`config.mk`:
```
export PLATFORM = sky130hd
export DESIGN_NAME = vcache_stat_sequencer
export DESIGN_NICKNAME = d
export VERILOG_FILES = /design/src/rtl/vcache_stat_sequencer.sv
export SDC_FILE = /design/constraint.sdc
export NUM_CORES = 1
export LEC_CHECK = 0
export CORE_ASPECT_RATIO = 0.5
export CORE_UTILIZATION = 35
export CTS_BUF_LIST = sky130_fd_sc_hd__clkbuf_4
export DETAILED_ROUTE_END_ITERATION = 6
export GPL_ROUTABILITY_DRIVEN = 1
export PLACE_DENSITY_LB_ADDON = 0.1
export SETUP_SLACK_MARGIN = 0.15
export SLEW_MARGIN = 20
export SYNTH_ARGS = -nofsm -noshare
export SYNTH_HDL_FRONTEND = slang
export SYNTH_SLANG_ARGS = --single-unit
```
`constraint.sdc`:
```
create_clock -name clk_i -period 4.2 [get_ports clk_i]
set_input_delay 1.26 -clock clk_i [delete_from_list [all_inputs] [get_ports clk_i]]
set_output_delay 1.26 -clock clk_i [all_outputs]
set_load 0.05 [all_outputs]
```
`src/rtl/vcache_stat_sequencer.sv`:
```
// vcache_stat_sequencer: buffers print-stat requests from the stat-write path and
// broadcasts them to every vcache profiler as one-cycle print_stat_v/print_stat_tag
// pulses. A forced gap after each pulse lets each CSV dump finish. The block also
// owns the free-running global cycle counter that the profilers log.
//
// Ports:
//   clk_i             clock
//   reset_n_i         synchronous active-low reset
//   v_i, tag_i        stat request and its tag
//   ready_o           request buffer can accept (registered ~full)
//   print_stat_v_o    one-cycle print pulse
//   print_stat_tag_o  tag qualified by print_stat_v_o, held between pulses
//   global_ctr_o      free-running cycle count
//   busy_o            buffer non-empty or sequencer not idle
//   dropped_o         sticky: a request arrived while ready_o was low
//   print_stat_ts_o   enqueue timestamp of the issued tag
//
// Optional feature macro: VCACHE_STAT_SEQ_TIMESTAMP_EN stores global_ctr_o with
// each buffered request and presents it on print_stat_ts_o. Without it the
// output is tied to zero.

module vcache_stat_sequencer #(
   parameter int unsigned data_width_p = 32,
   parameter int unsigned ctr_width_p  = 32,
   parameter int unsigned fifo_els_p   = 4,
   parameter int unsigned gap_cycles_p = 2
) (
   input  logic                    clk_i,
   input  logic                    reset_n_i,
   input  logic                    v_i,
   input  logic [data_width_p-1:0] tag_i,
   output logic                    ready_o,
   output logic                    print_stat_v_o,
   output logic [data_width_p-1:0] print_stat_tag_o,
   output logic [ctr_width_p-1:0]  global_ctr_o,
   output logic                    busy_o,
   output logic                    dropped_o,
   output logic [ctr_width_p-1:0]  print_stat_ts_o
);

   localparam int unsigned addr_w_lp = $clog2(fifo_els_p);
   localparam int unsigned ptr_w_lp  = addr_w_lp + 1;
   localparam int unsigned gap_w_lp  = (gap_cycles_p > 1) ? $clog2(gap_cycles_p) : 1;

   typedef enum logic [1:0] {IDLE, ISSUE, GAP} state_e;

   state_e                  state_r;
   logic [gap_w_lp-1:0]     gap_cnt_r;
   logic [ptr_w_lp-1:0]     wr_ptr_r;
   logic [ptr_w_lp-1:0]     rd_ptr_r;
   logic [data_width_p-1:0] tag_mem [fifo_els_p];

   logic                    enq_c;
   logic                    deq_c;
   logic                    load_c;
   logic [ptr_w_lp-1:0]     rd_ptr_p1_c;
   logic [ptr_w_lp-1:0]     occ_c;
   logic [ptr_w_lp-1:0]     occ_nxt_c;
   logic [addr_w_lp-1:0]    load_addr_c;

   // Buffer bookkeeping; the extra pointer bit separates full from empty.
   assign enq_c       = v_i & ready_o;
   assign deq_c       = (state_r == ISSUE);
   assign rd_ptr_p1_c = rd_ptr_r + ptr_w_lp'(1);
   assign occ_c       = wr_ptr_r - rd_ptr_r;
   assign occ_nxt_c   = occ_c + ptr_w_lp'(enq_c) - ptr_w_lp'(deq_c);

   // A new pulse is loaded from IDLE with a waiting entry, or straight from ISSUE
   // when there is no gap and an entry sits behind the one being dequeued.
   assign load_c = ((state_r == IDLE) && (occ_c != '0)) ||
                   ((gap_cycles_p == 0) && (state_r == ISSUE) && (occ_c > ptr_w_lp'(1)));
   assign load_addr_c = (state_r == ISSUE) ? rd_ptr_p1_c[addr_w_lp-1:0]
                                           : rd_ptr_r[addr_w_lp-1:0];

   // Free-running global cycle counter, wraps silently.
   always_ff @(posedge clk_i) begin
      if (!reset_n_i) global_ctr_o <= '0;
      else            global_ctr_o <= global_ctr_o + ctr_width_p'(1);
   end

   // Pointers, ready and the sticky drop flag.
   always_ff @(posedge clk_i) begin
      if (!reset_n_i) begin
         wr_ptr_r  <= '0;
         rd_ptr_r  <= '0;
         ready_o   <= 1'b1;
         dropped_o <= 1'b0;
      end else begin
         if (enq_c) wr_ptr_r <= wr_ptr_r + ptr_w_lp'(1);
         if (deq_c) rd_ptr_r <= rd_ptr_p1_c;
         ready_o <= (occ_nxt_c != ptr_w_lp'(fifo_els_p));
         if (v_i && !ready_o) dropped_o <= 1'b1;
      end
   end

   // Tag storage needs no reset: entries are only read after being written.
   always_ff @(posedge clk_i) begin
      if (enq_c) tag_mem[wr_ptr_r[addr_w_lp-1:0]] <= tag_i;
   end

   // Sequencer FSM: one ISSUE cycle per entry followed by the forced gap.
   always_ff @(posedge clk_i) begin
      if (!reset_n_i) begin
         state_r        <= IDLE;
         gap_cnt_r      <= '0;
         print_stat_v_o <= 1'b0;
         busy_o         <= 1'b0;
      end else begin
         print_stat_v_o <= load_c;
         case (state_r)
            IDLE: begin
               if (occ_c != '0) state_r <= ISSUE;
               busy_o <= (occ_nxt_c != '0);
            end
            ISSUE: begin
               if (gap_cycles_p != 0) begin
                  state_r   <= GAP;
                  gap_cnt_r <= gap_w_lp'(gap_cycles_p - 1);
                  busy_o    <= 1'b1;
               end else begin
                  state_r <= load_c ? ISSUE : IDLE;
                  busy_o  <= (occ_nxt_c != '0);
               end
            end
            GAP: begin
               if (gap_cnt_r == '0) begin
                  state_r <= IDLE;
                  busy_o  <= (occ_nxt_c != '0);
               end else begin
                  gap_cnt_r <= gap_cnt_r - gap_w_lp'(1);
                  busy_o    <= 1'b1;
               end
            end
            default: begin
               state_r <= IDLE;
               busy_o  <= (occ_nxt_c != '0);
            end
         endcase
      end
   end

   // Issued tag, held between pulses.
   always_ff @(posedge clk_i) begin
      if (!reset_n_i)  print_stat_tag_o <= '0;
      else if (load_c) print_stat_tag_o <= tag_mem[load_addr_c];
   end

`ifdef VCACHE_STAT_SEQ_TIMESTAMP_EN
   logic [ctr_width_p-1:0] ts_mem [fifo_els_p];

   // Enqueue-time counter value travels with each entry.
   always_ff @(posedge clk_i) begin
      if (enq_c) ts_mem[wr_ptr_r[addr_w_lp-1:0]] <= global_ctr_o;
   end

   always_ff @(posedge clk_i) begin
      if (!reset_n_i)  print_stat_ts_o <= '0;
      else if (load_c) print_stat_ts_o <= ts_mem[load_addr_c];
   end
`else
   assign print_stat_ts_o = '0;
`endif

endmodule
```
==> impl_metrics.tcl <==
set metrics [dict create \
    clkSlewWorstSetupHoldPaths_ns 0.06 \
    cts.sinks 205 \
    endpoint_kind "output pin" \
    die_x_um 218 \
    route.detailed.drc 0 \
    globalplace.congestion 0.695 \
    antenna_found_initial 1 \
    critical_path_class "reg -> out" \
    yosys-top-cells-count "edfxtp_1 (128), dfxtp_1 (77), buf_4 (36), a22o_1 (33), mux4_2 (30)" \
    clk_path_buf_depth 3 \
    synth_area_leader_cell "edfxtp_1" \
    slew_headroom_pct 36.3 \
    dp_hpwl_um 10000 \
    p_leak_nw 3.50 \
    hold_class "reg -> reg" \
    drv_cap 0 \
    worstHoldStart "global_ctr_o[0]" \
    syn-cell-area_sq_um 8130 \
    fp.dieH_um 110 \
    port_buffers 102 \
    rr_startpoint "wr_ptr_r[0]" \
    post-place-ws_ns 0.920 \
    fmax_mhz 312 \
    path_cells "clkdlybuf4s50_1" \
    synth_warnings 0 \
    initial_utilization_pct 36.6 \
    cpLargestDelayFamily "buffers and inverters" \
    drive_gt1_share_pct 18.4 \
    ctsResizeCount 0 \
    slew_violations 0 \
    cp_num_buf_inv 1 \
    grt_start_max_net_pins 41 \
    grt_pass1_vias 4629 \
    route.detailed.wl_per_inst_um 16.8 \
    drt-total-wl_um 16800 \
    avgSynthCellArea_sq_um 15.7 \
    vias 4713 \
    hold_viol 0 \
    layout_setup_ws_ns 0.994 \
    grt_first_pass_wirelength_um 26300 \
    synth.yosys.seq_area_share_pct 66.2 \
    synth_seq_cells 205 \
    critPathMaxFanout 7 \
    required_ns 2.94 \
    synth-edff-count 128 \
    vdd_drop_max_mv 0.223 \
    synth-main-ff-cell "edfxtp_1" \
    final_nets 703 \
    clk_latency_ns 0.63 \
    rsz0062_at_grt "no" \
    root_buffer "clkbuf_4" \
    dieArea_sq_um 23900 \
    io_pins 135 \
    grt_overflow_total 0 \
    drt_iter0_drc 254 \
    postCtsSetupBuffers 0 \
    cts_buffers 49 \
    antenna_left 0 \
    synth_top_area_share_pct 47.3 \
    htreeDepth 2 \
    via_per_inst 4.74 \
    grt_use_total_pct 14.6 \
    core_area_sq_um 22200 \
    cp_slowest_stage_delay_ns 0.87 \
    firstDrtPassIters 4 \
    outcome "complete, no violations" \
    hold_path_depth 1 \
    cp_slowest_cell "clkdlybuf4s50_1" \
    synthArstFlopShare_pct 0 \
    cp_num_cells 1 \
    finalSetupTns_ns 0 \
    ys_types 40 \
    finalSetupViolations 0 \
    cts_tree "done" \
    clock_skew_ns 0.0359 \
    startpoint "global_ctr_o[20]" \
    placementRows 38 \
    r2r_cells 7 \
    fill_cells 2023 \
    cts_hold_buf 0 \
    startpoint_type "flop" \
    worst_pin_slew_ns 0.956 \
    syn_to_final_growth_pct 22.5 \
    cp_data_arrival_time_ns 1.95 \
    yosys-top-cells-area "edfxtp_1 (47%), dfxtp_1 (19%), mux4_2 (8.3%), a22o_1 (3.6%), buf_4 (3.3%)" \
    postSynthCellCount 519 \
    synth.most_common_cell "edfxtp_1" \
    min_period_over_period_pct 76.3 \
    fin_crit_ns 3.21 \
    whs_ns 0.460 \
    power.density_nw_per_um2 602 \
]
[sequential cells by signal, indices dropped and copies added, names as in the netlist]
signal and flops:
tag_mem 128, global_ctr_o 32, print_stat_tag_o 32, rd_ptr_r 3, wr_ptr_r 3, state_r 2, busy_o 1, dropped_o 1
gap_cnt_r 1, print_stat_v_o 1, ready_o 1
[area by class of cell]
| type | instances | area, sq um | share of cell area [%] |
|---|---|---|---|
| flip-flops and latches | 205 | 5390 | 54.1 |
| multi-input cells | 279 | 2450 | 24.6 |
| repair buffers | 109 | 1090 | 10.9 |
| clock buffers | 73 | 548 | 5.50 |
| well taps | 300 | 375 | 3.77 |
| clock inverters | 18 | 75.1 | 0.754 |
| inverters | 10 | 37.5 | 0.377 |
| diodes | 1 | 2.50 | 0.0251 |
[final timing paths]
kind / to / slack, ns
max: global_ctr_o[20] / 0.99
min: global_ctr_o[0] / 0.46
max reg2reg: print_stat_tag_o[30] / 1.62
min reg2reg: global_ctr_o[0] / 0.46
[cell usage in the layout, fill, tap and decap left out, drive strengths merged, types with 8 or more instances in the layout]
cell type and instances:
o21ai 10, xor2 12, or3 9, mux4 32
dfxtp 77, edfxtp 128, a21oi 21, conb 32
clkdlybuf4s50 102, nand3 12, ha 12, clkbuf 73
xnor2 8, inv 10, nand4 12, nand2 16
nor2 24, a22o 33, clkinv 16
[power by group]
group	total (mW)	switching, mW	internal [mW]
clock network	1.58	0.780	0.801
registers	2.46	0.102	2.35
logic	1.96	1.10	0.856
total	5.99	1.98	4.01
[through the flow]
stage | power (mW) | instances | util (%) | cell area, sq um
after floorplan | 4.01 | 550 | - | 8250
after global placement | 4.50 | 903 | 42.0 | 9330
after detailed placement | 4.50 | 903 | 42.0 | 9330
after CTS | 6.12 | 994 | 44.8 | 9960
after global routing | 6.39 | 995 | 44.8 | 9960
final | 5.99 | 995 | 44.8 | 9960
[routing by layer]
layer | part of all wire (%) | GRT usage, % | up-vias
li1 | - | - | 2247
met1 | 48 | 20.1 | 2308
met2 | 45 | 22.2 | 137
met3 | 6.0 | 4.12 | 21
met4 | 0.99 | 4.53 | 0
met5 | 0 | 0 | -
[kinds of logic after synthesis]
group,count (synthesis),synth area share (%)
adders and majority gates,14,2.34
AOI/OAI and AO/OA,75,6.55
other,1,0.0461
xor gates and xnor gates,21,2.54
and+or+nand+nor,102,7.42
DFF,205,66.2
muxes,35,9.32
buffers and inverters,66,5.55
(Power assumes the default switching activity.)
